## src/rtl/ysyx_22041461_pkg.sv

```systemverilog
// ----------------------------------------------------------------------------
// ysyx_22041461_pkg
// Shared definitions for the instruction-fetch stage: data widths, the
// default reset PC, the fetch FSM state encoding and a PC alignment helper.
// ----------------------------------------------------------------------------
package ysyx_22041461_pkg;

    localparam int unsigned XLEN = 64;
    localparam int unsigned ILEN = 32;

    localparam logic [XLEN-1:0] RESET_PC_DEFAULT = 64'h0000_0000_8000_0000;

    // StIdle: nothing in flight, may request.
    // StWait: one request in flight, its response will be kept.
    // StDrop: one request in flight, its response will be discarded.
    typedef enum logic [1:0] {
        StIdle = 2'd0,
        StWait = 2'd1,
        StDrop = 2'd2
    } if_state_e;

    // Instructions are word-aligned; low two bits of any target are forced to 0.
    function automatic logic [XLEN-1:0] align_pc(input logic [XLEN-1:0] pc);
        return {pc[XLEN-1:2], 2'b00};
    endfunction

endpackage

```

## src/rtl/ysyx_22041461_if_stage_slot.sv

```systemverilog
// ----------------------------------------------------------------------------
// ysyx_22041461_IF_slot
// One-entry valid/ready output buffer between fetch and the ID register.
//
// Ports:
//   clk      - clock, state updates on rising edge
//   rst      - synchronous active-low reset
//   i_flush  - discard the held entry (redirect)
//   i_load   - capture i_inst / i_pc as a new valid entry
//   i_inst   - instruction word to capture
//   i_pc     - PC belonging to i_inst
//   i_drain  - downstream accepts the held entry this cycle
//   o_valid  - entry is valid
//   o_inst   - held instruction
//   o_pc     - held PC
// ----------------------------------------------------------------------------
module ysyx_22041461_IF_slot
    import ysyx_22041461_pkg::*;
#(
    parameter logic [XLEN-1:0] RESET_PC = RESET_PC_DEFAULT
) (
    input  logic            clk,
    input  logic            rst,
    input  logic            i_flush,
    input  logic            i_load,
    input  logic [ILEN-1:0] i_inst,
    input  logic [XLEN-1:0] i_pc,
    input  logic            i_drain,
    output logic            o_valid,
    output logic [ILEN-1:0] o_inst,
    output logic [XLEN-1:0] o_pc
);

    logic            r_valid;
    logic [ILEN-1:0] r_inst;
    logic [XLEN-1:0] r_pc;

    // Flush beats load beats drain; a load while draining replaces the entry.
    always_ff @(posedge clk) begin
        if (!rst) begin
            r_valid <= 1'b0;
            r_inst  <= '0;
            r_pc    <= RESET_PC;
        end else if (i_flush) begin
            r_valid <= 1'b0;
        end else if (i_load) begin
            r_valid <= 1'b1;
            r_inst  <= i_inst;
            r_pc    <= i_pc;
        end else if (i_drain) begin
            r_valid <= 1'b0;
        end
    end

    assign o_valid = r_valid;
    assign o_inst  = r_inst;
    assign o_pc    = r_pc;

endmodule

```

## src/rtl/ysyx_22041461_if_stage.sv

```systemverilog
// ----------------------------------------------------------------------------
// ysyx_22041461_if_stage
// Instruction-fetch stage: keeps the fetch PC, issues at most one request to
// instruction memory at a time, and hands returned words to ID through a
// one-entry output slot. Redirects from EX re-target the PC, flush the slot
// and cause any in-flight response to be discarded.
//
// Ports:
//   clk               - clock, state updates on rising edge
//   rst               - synchronous active-low reset
//   IF_redirect_valid - one-cycle redirect request (branch/jump/trap)
//   IF_redirect_pc    - redirect target (low two bits ignored)
//   IF_req_valid      - fetch request to instruction memory
//   IF_req_addr       - fetch address (current PC)
//   IF_req_ready      - memory accepts the request
//   IF_rsp_valid      - memory returns an instruction word
//   IF_rsp_inst       - returned instruction word
//   IF_out_ready      - ID accepts the output slot this cycle
//   IF_valid_out      - output slot holds a valid instruction
//   IF_inst_out       - instruction to ID
//   IF_pc_out         - PC of IF_inst_out
// ----------------------------------------------------------------------------
module ysyx_22041461_if_stage
    import ysyx_22041461_pkg::*;
#(
    parameter logic [XLEN-1:0] RESET_PC = RESET_PC_DEFAULT
) (
    input  logic            clk,
    input  logic            rst,
    input  logic            IF_redirect_valid,
    input  logic [XLEN-1:0] IF_redirect_pc,
    output logic            IF_req_valid,
    output logic [XLEN-1:0] IF_req_addr,
    input  logic            IF_req_ready,
    input  logic            IF_rsp_valid,
    input  logic [ILEN-1:0] IF_rsp_inst,
    input  logic            IF_out_ready,
    output logic            IF_valid_out,
    output logic [ILEN-1:0] IF_inst_out,
    output logic [XLEN-1:0] IF_pc_out
);

    if_state_e       r_state;
    logic [XLEN-1:0] r_pc;
    logic [XLEN-1:0] r_req_pc;

    logic w_slot_valid;
    logic w_slot_free;
    logic w_hs;
    logic w_rsp_done;
    logic w_rsp_load;

    // A new request may only go out when its response has somewhere to land.
    assign w_slot_free  = !w_slot_valid || IF_out_ready;
    assign IF_req_valid = rst && (r_state == StIdle) && w_slot_free;
    assign IF_req_addr  = r_pc;
    assign w_hs         = IF_req_valid && IF_req_ready;

    // Responses only count while something is in flight.
    assign w_rsp_done = IF_rsp_valid && (r_state != StIdle);
    assign w_rsp_load = IF_rsp_valid && (r_state == StWait) && !IF_redirect_valid;

    always_ff @(posedge clk) begin
        if (!rst) begin
            r_state  <= StIdle;
            r_pc     <= RESET_PC;
            r_req_pc <= RESET_PC;
        end else begin
            if (w_hs) begin
                r_req_pc <= r_pc;
            end
            if (IF_redirect_valid) begin
                r_pc <= align_pc(IF_redirect_pc);
                case (r_state)
                    StIdle:  r_state <= w_hs ? StDrop : StIdle;
                    // A response arriving with the redirect closes the old
                    // request; otherwise its response must still be absorbed.
                    StWait,
                    StDrop:  r_state <= w_rsp_done ? StIdle : StDrop;
                    default: r_state <= StIdle;
                endcase
            end else begin
                if (w_hs) begin
                    r_pc <= r_pc + XLEN'(4);
                end
                case (r_state)
                    StIdle:  r_state <= w_hs ? StWait : StIdle;
                    StWait,
                    StDrop:  r_state <= w_rsp_done ? StIdle : r_state;
                    default: r_state <= StIdle;
                endcase
            end
        end
    end

    ysyx_22041461_IF_slot #(
        .RESET_PC (RESET_PC)
    ) u_slot (
        .clk     (clk),
        .rst     (rst),
        .i_flush (IF_redirect_valid),
        .i_load  (w_rsp_load),
        .i_inst  (IF_rsp_inst),
        .i_pc    (r_req_pc),
        .i_drain (IF_out_ready),
        .o_valid (w_slot_valid),
        .o_inst  (IF_inst_out),
        .o_pc    (IF_pc_out)
    );

    assign IF_valid_out = w_slot_valid;

endmodule

```

## config.mk

```make
export PLATFORM = sky130hd
export DESIGN_NAME = ysyx_22041461_if_stage
export DESIGN_NICKNAME = d
export VERILOG_FILES = /design/src/rtl/ysyx_22041461_pkg.sv /design/src/rtl/ysyx_22041461_if_stage_slot.sv /design/src/rtl/ysyx_22041461_if_stage.sv
export SDC_FILE = /design/constraint.sdc
export NUM_CORES = 1
export LEC_CHECK = 0
export ABC_AREA = 1
export CORE_MARGIN = 3
export CORE_UTILIZATION = 46
export CTS_BUF_LIST = sky130_fd_sc_hd__clkbuf_4 sky130_fd_sc_hd__clkbuf_8 sky130_fd_sc_hd__clkbuf_16
export CTS_CLUSTER_DIAMETER = 60
export DETAILED_ROUTE_END_ITERATION = 8
export PLACE_DENSITY = 0.73
export SLEW_MARGIN = 25
export SYNTH_ARGS = -nofsm -noshare
export SYNTH_HDL_FRONTEND = slang
export SYNTH_SLANG_ARGS = --single-unit
```

## constraint.sdc

```tcl
create_clock -name clk -period 1.8 [get_ports clk]
set_input_delay 0.18 -clock clk [delete_from_list [all_inputs] [get_ports clk]]
set_output_delay 0.18 -clock clk [all_outputs]
set_load 0.01 [all_outputs]
```

==> impl_metrics.env, run 1 <==
export IMPL_period_needed_ps=1760
export IMPL_via_count=11000
export IMPL_area_growth_pct=47.0
export IMPL_viasPerCell=5.17
export IMPL_post_route_period_util_pct=97.7
export IMPL_synthFlopType="dfxtp_1"
export IMPL_grt_overflow=0
export IMPL_crit_arrival_ps=1580
export IMPL_ant_nets=0
export IMPL_relSlewSlack_pct=50.6
export IMPL_ioPinCount=264
export IMPL_hold_path_class="in2reg"
export IMPL_placed_area_um2=13800
export IMPL_max_cap_violations=0
export IMPL_multi_input_area_um2=4980
export IMPL_final_cell_area_um2=14900
export IMPL_finalMaxSlewViolations=0
export IMPL_synth_top_cell_by_area="dfxtp_1"
export IMPL_ys_seq_area_share_pct=43.8
export IMPL_core_area_um2=21300
export IMPL_start_util_pct=47.5
export IMPL_grt_pass1_vias=10500
export IMPL_fin_skew_ps=17.1
export IMPL_std_cell_rows=53
export IMPL_yosys_warnings=0
export IMPL_leakage_nw=6.30
export IMPL_power_total_mw=12.3
export IMPL_drt_iter0_drc=731
export IMPL_drcViolationCount=0
export IMPL_dp_final_hpwl_mm=27.1
export IMPL_cts_root_buf="clkbuf_16"
export IMPL_place_congestion=0.945
export IMPL_ys_top_cells_by_area="dfxtp_1 44%, nand2_1 12%, nor2_1 11%"
export IMPL_port_buffers=257
export IMPL_dieArea_um2=23800
export IMPL_fp_dieH_um=154
export IMPL_cts_sinks=221
export IMPL_power_density_nw_per_um2=830
export IMPL_synth_top_cell_area_share_pct=43.8
export IMPL_fin_tns_setup_ps=0
export IMPL_final_hold_violation_count=0
export IMPL_yosysUniqueCellTypes=39
export IMPL_outcome="finished clean"
export IMPL_numCtsBuffers=25
export IMPL_grt_max_degree=87
export IMPL_avgSynthCellArea_um2=6.77
export IMPL_nFillCells=1830
export IMPL_grt_use_total_pct=29.2
export IMPL_fin_nets=1935
export IMPL_max_freq_ghz=0.569
export IMPL_synth_cells=1492
export IMPL_drive_gt1_share_pct=13.7
export IMPL_htree_levels=1
export IMPL_criticalPathCategory="reg2out"
export IMPL_ys_seq_elements=221
export IMPL_swShare_pct=25.0
export IMPL_hold_ws_ps=36.1
export IMPL_grt_pass1_wl_mm=56.6
export IMPL_path_clk_slew_ps=60
export IMPL_die_x_um=154
export IMPL_cp_end_kind="output port"
export IMPL_switchingPower_mw=3.08
export IMPL_p_int_mw=9.25
export IMPL_synthArstFlopShare_pct=0
export IMPL_ir_drop_mv=0.705
export IMPL_wire_per_inst_um=17.0
export IMPL_cts_path_max_buffers=3
export IMPL_crit_path_max_fanout=4
export IMPL_antenna_found_initial=1
export IMPL_drtPass1Iterations=5
export IMPL_wirelength_mm=36.2
export IMPL_worst_pin_slew_ps=741
export IMPL_cp_required_ps=1620
export IMPL_seqPwrFrac_pct=42.8
export IMPL_clkPwrFrac_pct=44.9
export IMPL_regArea_um2=4460
export IMPL_synth_edf_count=0
export IMPL_num_antenna_cells=0
export IMPL_cp_start_kind="flop"
export IMPL_power_frac_comb_pct=12.3
export IMPL_synth_area_um2=10100
export IMPL_finalSetupViolations=0
export IMPL_cts_tree="yes"
export IMPL_insertion_delay_ps=530
==> path summary, 6_finish.rpt <==
kind,startpoint,to,slack (ps),cells after the start
hold reg to reg,r_req_pc[63]$_SDFFE_PN0P_,r_req_pc[63]$_SDFFE_PN0P_,460,2
setup reg to reg,IF_req_addr[8]$_SDFFE_PN0P_,IF_req_addr[17]$_SDFFE_PN0P_,110,10
hold / removal,rst,r_req_pc[4]$_SDFFE_PN0P_,40,3
setup / recovery,IF_req_addr[14]$_SDFFE_PN0P_,IF_req_addr[14],40,2
==> layout by cell type, fill, tap and decap left out, types with 4 or more instances in the layout <==
| cell | count |
|---|---|
| clkbuf_16 | 25 |
| clkbuf_8 | 6 |
| clkinv_2 | 6 |
| o21ai_0 | 181 |
| nand2_1 | 318 |
| conb_1 | 4 |
| xor2_1 | 14 |
| a21oi_1 | 104 |
| nand3_1 | 54 |
| nor2_1 | 288 |
| dfxtp_2 | 16 |
| nor3_1 | 5 |
| dlymetal6s2s_1 | 8 |
| nor2_4 | 12 |
| nand2_2 | 13 |
| nand4_1 | 14 |
| inv_1 | 110 |
| clkdlybuf4s50_1 | 243 |
| nand2_4 | 5 |
| buf_12 | 13 |
| a31oi_1 | 16 |
| buf_4 | 114 |
| xnor2_1 | 5 |
| dfxtp_1 | 202 |
| o21ai_1 | 10 |
| nor2_2 | 12 |
| bufinv_16 | 4 |
| inv_2 | 8 |
==> power groups by stage <==
stage | Sequential, mW | Combinational [mW] | Clock, mW
after floorplan | 5.43 | 0.576 | 0
after global placement | 5.37 | 1.47 | 0
after detailed placement | 5.38 | 1.49 | 0
after CTS | 5.28 | 1.51 | 5.61
after global routing | 5.31 | 1.65 | 5.81
final | 5.28 | 1.51 | 5.54
==> cell usage after synthesis, types with 10 or more instances <==
cell type and count:
a21oi_1 104, a31oi_1 16, buf_2 15, buf_4 10
clkbuf_1 52, dfxtp_1 221, inv_1 114, nand2_1 328
nand3_1 54, nand4_1 14, nor2_1 298, o21ai_0 188
xor2_1 14
==> worst max-delay path, stage by stage, from the launching register on <==
cell and delay (ps):
dfxtp_4 380, buf_4 130, clkdlybuf4s50_1 530
==> cell families after synthesis <==
kind of cell	Yosys count	synth area share (%)
AO/OA/AOI/OAI	320	16.3
XOR/XNOR	19	1.65
adder cells (fa/ha/maj)	4	0.495
buffers and inverters	198	7.92
flip-flops	221	43.8
other	1	0.0371
AND/OR/NAND/NOR	729	29.8
==> stage by stage <==
step / cells / setup WS (ps) / util, %
3_5_place_dp: 2072 / -23.3 / 64.7
4_1_cts: 2119 / -2.63 / 69.1
6_report: 2123 / 42.0 / 69.8
2_1_floorplan: 1495 / 99.5 / -
3_3_place_gp: 2072 / -20.8 / 64.7
5_1_grt: 2123 / -1.81 / 69.8
==> cell type report <==
class	count	share of cell area, %
timing repair buffer	385	25.0
sequential	221	30.0
multi-input combinational	1076	33.5
tap	275	2.32
clock inverter	15	1.36
clock buffer	31	4.77
inverter	120	3.07
==> state kept, by name (all words and copies together), names as in the netlist <==
signal,cells
r_state,2
u_slot.o_pc,62
IF_req_addr,62
r_req_pc,62
u_slot.o_inst,32
u_slot.o_valid,1
==> metal layers <==
layer  up-vias  global-route usage (%)  wire length [um]
li1       5460                       -                 -
met1      5078                    39.8             15600
met2       381                    48.8             17000
met3        50                    5.65              2760
met4         2                    5.72               771
met5         -                       0                13
==> timing repair <==
item	4_1_cts	5_1_grt
hold buffers	1	0
setup buffers	0	4
setup endpoints to repair	24	110
gates resized for setup	21	51
pin swaps	0	7
endpoints found under the hold margin	1	0
Note: power is estimated with default switching activity, not from simulation.
==> inputs of run 2 (changes only) <==
--- a/config.mk
+++ b/config.mk
@@ -7,11 +7,12 @@
 export LEC_CHECK = 0
 export ABC_AREA = 1
 export CORE_MARGIN = 3
-export CORE_UTILIZATION = 46
+export CORE_UTILIZATION = 40
 export CTS_BUF_LIST = sky130_fd_sc_hd__clkbuf_4 sky130_fd_sc_hd__clkbuf_8 sky130_fd_sc_hd__clkbuf_16
 export CTS_CLUSTER_DIAMETER = 60
 export DETAILED_ROUTE_END_ITERATION = 8
-export PLACE_DENSITY = 0.73
+export DONT_BUFFER_PORTS = 1
+export PLACE_DENSITY = 0.51
 export SLEW_MARGIN = 25
 export SYNTH_ARGS = -nofsm -noshare
 export SYNTH_HDL_FRONTEND = slang
==> run 2 against run 1 <==
Compared with the run above: the flow now finishes with violations (hold timing); clock power is essentially flat; power shrank 0.89%; first-iteration DRC count rose by 6.3%; sequential power barely moved; cell count shrank 1.8%; largest cell class unchanged.
==> impl_metrics.env, run 2 (synthesized netlist as in run 1, its figures left out) <==
export IMPL_criticalPathCategory="reg2reg"
export IMPL_outcome="complete, but fails checks"
export IMPL_ioPinCount=264
export IMPL_r2r_start="r_state[1]$_SDFFE_PN0P_"
export IMPL_ant_nets=0
export IMPL_grt_use_total_pct=25.7
export IMPL_area_growth_pct=40.7
export IMPL_crit_arrival_ps=2190
export IMPL_hold_ws_ps=-221
export IMPL_layout_commonest_cell="nand2_1"
export IMPL_drtPass1Iterations=5
export IMPL_via_count=10600
export IMPL_std_cell_rows=57
export IMPL_hold_depth=1
export IMPL_reg2reg_depth=10
export IMPL_regArea_um2=4440
export IMPL_cp_end_kind="flop"
export IMPL_cts_tree="yes"
export IMPL_drcViolationCount=0
export IMPL_wire_per_inst_um=17.8
export IMPL_critPathLaunch="r_state[1]$_SDFFE_PN0P_"
export IMPL_period_needed_ps=1740
export IMPL_met1_usage_pct=35.7
export IMPL_grt_pass1_wl_mm=55.6
export IMPL_fin_tns_setup_ps=0
export IMPL_port_buffers=0
export IMPL_drive_gt1_share_pct=16.7
export IMPL_insertion_delay_ps=530
export IMPL_dieArea_um2=27200
export IMPL_post_route_period_util_pct=96.8
export IMPL_drt_iter0_drc=777
export IMPL_hold_end="u_slot.o_pc[31]$_SDFFE_PN1P_"
export IMPL_start_util_pct=41.1
export IMPL_cts_sinks=221
export IMPL_final_hold_violation_count=77
export IMPL_viasPerCell=5.08
export IMPL_max_freq_ghz=0.574
export IMPL_power_density_nw_per_um2=860
export IMPL_dpl_cell_count=1862
export IMPL_mostFrequentLayoutCells="321 x nand2_1, 277 x nor2_1, 209 x dfxtp_1"
export IMPL_ir_drop_mv=0.586
export IMPL_cp_required_ps=2240
export IMPL_violations="hold timing"
export IMPL_leakage_nw=5.92
export IMPL_grt_use_met2_pct=41.7
export IMPL_fp_dieH_um=165
export IMPL_grt_max_degree=151
export IMPL_dp_final_hpwl_mm=25.1
export IMPL_cp_start_kind="flop"
export IMPL_rr_endpoint="IF_req_addr[16]$_SDFFE_PN0P_"
export IMPL_finalSetupViolations=0
export IMPL_worstHoldStart="rst"
export IMPL_multi_input_area_um2=5140
export IMPL_antenna_found_initial=1
export IMPL_cts_root_buf="clkbuf_16"
export IMPL_worst_pin_slew_ps=499
export IMPL_grt_overflow=0
export IMPL_nFillCells=2394
export IMPL_hold_path_class="in2reg"
export IMPL_numCtsBuffers=27
export IMPL_crit_path_max_fanout=6
export IMPL_fin_nets=1849
export IMPL_wirelength_mm=37.1
export IMPL_rsz0062_at_grt="yes"
export IMPL_busiest_layer="met2"
export IMPL_max_cap_violations=0
export IMPL_core_area_um2=24600
export IMPL_cts_path_max_buffers=3
export IMPL_r2r_slack_ps=60
export IMPL_fin_skew_ps=18.1
export IMPL_finalMaxSlewViolations=0
export IMPL_htree_levels=1
export IMPL_die_x_um=165
export IMPL_path_clk_slew_ps=60
export IMPL_place_congestion=0.936
export IMPL_met3_usage_pct=4.46
export IMPL_grt_pass1_vias=9938
export IMPL_relSlewSlack_pct=66.7
export IMPL_final_cells=2084
[run 2: changes by cell type in the layout (fill, tap and decap cells not counted), moves of 11 or more]
| cell | change |
|---|---|
| nor2_1 | -11 |
| nor2_2 | +12 |
| nand3_1 | -11 |
| dlygate4sd3_1 | +146 |
| clkdlybuf4s50_1 | -243 |
| buf_4 | +13 |
[run 2: how the worst max path moves through the flow]
stage	end	slack, ps	depth (start not counted)
finish	IF_req_addr[16]$_SDFFE_PN0P_	60	10
global route	IF_req_addr[61]$_SDFFE_PN0P_	-70	9
CTS	IF_req_addr[60]$_SDFFE_PN0P_	4	10
detailed placement	IF_req_addr[39]$_SDFFE_PN0P_	-30	10
global placement	IF_req_addr[60]$_SDFFE_PN0P_	3	10
floorplan	IF_req_addr[50]$_SDFFE_PN0P_	100	12
[run 2: area by class of cell]
class	count	share of cell area, %
Clock buffer	34	5.30
Clock inverter	11	1.05
Antenna cell	1	0.0176
Tap cell	324	2.85
Timing Repair inverter	1	0.114
Inverter	120	3.29
Multi-Input combinational cell	1076	36.1
Timing Repair Buffer	296	20.0
Sequential cell	221	31.3
[run 2: repair_timing]
| action | 4_1_cts | 5_1_grt |
|---|---|---|
| resized for setup | 3 | 94 |
| buffers inserted | 1 | 19 |
| endpoints found under the setup margin | 27 | 99 |
| hold buffers | 146 | 1 |
| endpoints found under the hold margin | 198 | 136 |
| gates cloned | 1 | 8 |
| pin swaps | 0 | 28 |
[run 2: worst max-delay path, stage by stage, from the launching register on]
cell and delay [ps]:
dfxtp_2 320, inv_2 80, ha_4 160, nand2_4 60, nor3_4 260, buf_12 180
nand2_8 110, buf_4 180, a21oi_1 100, o21ai_0 90, a31oi_1 120
[run 2: per-layer routing]
layer	share of wire, %	wire [um]
met5	0	0
met1	46	17100
met3	6.4	2380
met4	1.8	661
met2	46	16900
[run 2: stage by stage]
stage | instance area, um^2 | total power, mW | utilization [%] | worst slack [ps]
3_3_place_gp | 11200 | 6.35 | 45.5 | 3.13
4_1_cts | 13600 | 12.2 | 55.3 | 4.00
2_1_floorplan | 10100 | 6.00 | - | 99.5
6_report | 14200 | 12.2 | 57.8 | 56.8
5_1_grt | 14200 | 12.7 | 57.8 | -74.1
3_5_place_dp | 11200 | 6.36 | 45.5 | -27.8
[run 2: power breakdown]
part | switching (mW) | internal (mW) | leakage, nW
logic | 0.698 | 0.647 | 3.66
clock network | 2.18 | 3.39 | 0.450
registers | 0.199 | 5.11 | 1.81
total | 3.07 | 9.15 | 5.92
==> inputs of run 3 (changes only) <==
--- a/config.mk
+++ b/config.mk
@@ -7,12 +7,12 @@
 export LEC_CHECK = 0
 export ABC_AREA = 1
 export CORE_MARGIN = 3
-export CORE_UTILIZATION = 40
+export CORE_UTILIZATION = 38
 export CTS_BUF_LIST = sky130_fd_sc_hd__clkbuf_4 sky130_fd_sc_hd__clkbuf_8 sky130_fd_sc_hd__clkbuf_16
 export CTS_CLUSTER_DIAMETER = 60
 export DETAILED_ROUTE_END_ITERATION = 8
 export DONT_BUFFER_PORTS = 1
-export PLACE_DENSITY = 0.51
+export PLACE_DENSITY = 0.49
 export SLEW_MARGIN = 25
 export SYNTH_ARGS = -nofsm -noshare
 export SYNTH_HDL_FRONTEND = slang
==> run 3 against run 2 <==
Compared with the run above: the flow still finishes with violations (hold timing); sequential share of layout area up 1.8 points; utilization down 6.4 points; setup slack better by 38 ps; fmax up 2.3%; critical path depth down 2; combinational power down 11%; critical endpoint is now IF_req_addr[51]$_SDFFE_PN0P_; largest power group unchanged.
==> impl_metrics.env, run 3 (synthesized netlist as in run 1, its figures left out) <==
export IMPL_outcome="complete, but fails checks"
export IMPL_violations="hold timing"
export IMPL_ir_drop_mv=0.631
export IMPL_antenna_found_initial=1
export IMPL_criticalPathCategory="reg2reg"
export IMPL_max_cap_violations=0
export IMPL_drcViolationCount=0
export IMPL_dpl_cell_count=1877
export IMPL_core_area_um2=26100
export IMPL_drt_iter0_drc=692
export IMPL_cpMaxStageDelayCell="dfxtp_2"
export IMPL_area_growth_pct=32.9
export IMPL_fp_dieH_um=169
export IMPL_finalMaxSlewViolations=0
export IMPL_placed_area_um2=11300
export IMPL_period_needed_ps=1700
export IMPL_met3_usage_pct=5.00
export IMPL_drtPass1Iterations=5
export IMPL_grt_overflow=0
export IMPL_dp_final_hpwl_mm=25.7
export IMPL_start_util_pct=38.7
export IMPL_cp_cell_sequence="nand3_2 -> nor2_4 -> nand4_1 -> buf_4 -> buf_4 -> o21ai_0 -> nand3_1 -> a21oi_1"
export IMPL_htree_levels=1
export IMPL_cp_end_kind="flop"
export IMPL_final_hold_violation_count=80
export IMPL_dieArea_um2=28600
export IMPL_via_count=10200
export IMPL_max_freq_ghz=0.587
export IMPL_place_congestion=0.921
export IMPL_final_cell_area_um2=13400
export IMPL_fin_nets=1790
export IMPL_grt_pass1_vias=9970
export IMPL_insertion_delay_ps=530
export IMPL_power_density_nw_per_um2=891
export IMPL_critical_path_buf_inv_count=2
export IMPL_cts_root_buf="clkbuf_16"
export IMPL_busiest_layer="met2"
export IMPL_nFillCells=2701
export IMPL_post_route_period_util_pct=94.7
export IMPL_hold_depth=1
export IMPL_fin_tns_setup_ps=0
export IMPL_layout_commonest_cell="nand2_1"
export IMPL_wirelength_mm=35.7
export IMPL_cp_start_kind="flop"
export IMPL_grt_max_degree=151
export IMPL_fin_skew_ps=15.3
export IMPL_path_clk_slew_ps=60
export IMPL_die_x_um=169
export IMPL_cts_sinks=221
export IMPL_ant_nets=0
export IMPL_met1_usage_pct=32.9
export IMPL_viasPerCell=4.99
export IMPL_port_buffers=0
export IMPL_cp_required_ps=2260
export IMPL_leakage_nw=5.67
export IMPL_ioPinCount=264
export IMPL_dp_slack_ps=-15.9
export IMPL_cts_path_max_buffers=3
export IMPL_path_common_cell="buf_4"
export IMPL_crit_arrival_ps=2170
export IMPL_drive_gt1_share_pct=14.9
export IMPL_grt_use_total_pct=24.3
export IMPL_grt_pass1_wl_mm=55.9
export IMPL_max_stage_delay_ps=370
export IMPL_mostFrequentLayoutCells="324 x nand2_1, 276 x nor2_1, 210 x dfxtp_1"
export IMPL_hold_ws_ps=-243
export IMPL_reg2reg_depth=8
export IMPL_wire_per_inst_um=17.5
export IMPL_hold_path_class="in2reg"
export IMPL_grt_use_met2_pct=40.5
export IMPL_finalSetupViolations=0
export IMPL_worstSetupPathDepth=8
export IMPL_std_cell_rows=59
export IMPL_numCtsBuffers=27
export IMPL_crit_path_max_fanout=4
export IMPL_cp_top_family="simple AND/OR/NAND/NOR gates"
export IMPL_cts_tree="yes"
export IMPL_final_cells=2038
export IMPL_fin_ws_ps=95.3
## run 3: cell types whose count changed in the layout (fill, tap and decap cells not counted), sizes merged
cell         change
inv              -1
dlygate4sd3     -43
clkbuf           -2
buf              -9
bufinv           -2
## run 3: cell type report
cell class | instances | area, um^2 | area share (%)
Clock inverter | 9 | 86.3 | 0.643
Clock buffer | 38 | 821 | 6.11
Tap cell | 335 | 419 | 3.12
Antenna cell | 1 | 2.50 | 0.0186
Timing Repair Buffer | 238 | 2200 | 16.4
Inverter | 120 | 453 | 3.37
Sequential cell | 221 | 4440 | 33.0
Multi-Input combinational cell | 1076 | 5010 | 37.3
## run 3: path summary, 6_finish.rpt
| check | to | startpoint | slack, ps |
|---|---|---|---|
| worst max-delay path | IF_req_addr[51]$_SDFFE_PN0P_ | IF_req_addr[4]$_SDFFE_PN0P_ | 100 |
| worst max register to register | IF_req_addr[51]$_SDFFE_PN0P_ | IF_req_addr[4]$_SDFFE_PN0P_ | 100 |
| worst min register to register | r_req_pc[63]$_SDFFE_PN0P_ | r_req_pc[63]$_SDFFE_PN0P_ | 450 |
| worst min-delay path | u_slot.o_pc[31]$_SDFFE_PN1P_ | rst | -240 |
## run 3: power by group
group / internal, mW / switching, mW
sequential: 5.12 / 0.194
combinational: 0.523 / 0.662
clock: 3.31 / 2.16
total: 8.95 / 3.01
## run 3: metrics by stage
step	power (mW)	hold WS, ps	utilization [%]
6_report	12.0	-243	51.4
5_1_grt	12.4	-250	51.4
4_1_cts	12.1	-268	50.5
3_5_place_dp	6.36	279	43.1
3_3_place_gp	6.36	281	43.1
2_1_floorplan	6.00	313	-
## run 3: per-layer routing
layer / vias up / routed length (um) / share of wire, %
met1: 4678 / 16500 / 46
met4: 0 / 505 / 1.4
met2: 281 / 16400 / 46
met5: - / 0 / 0
met3: 34 / 2410 / 6.7
li1: 5175 / - / -
## run 3: what timing repair did
action / 4_1_cts / 5_1_grt
endpoints found under the hold margin: 197 / 136
endpoints found under the setup margin: 2 / 77
pin swaps: 1 / 8
gates resized for setup: 0 / 50
hold buffers: 99 / 6
buffers inserted: 1 / 7
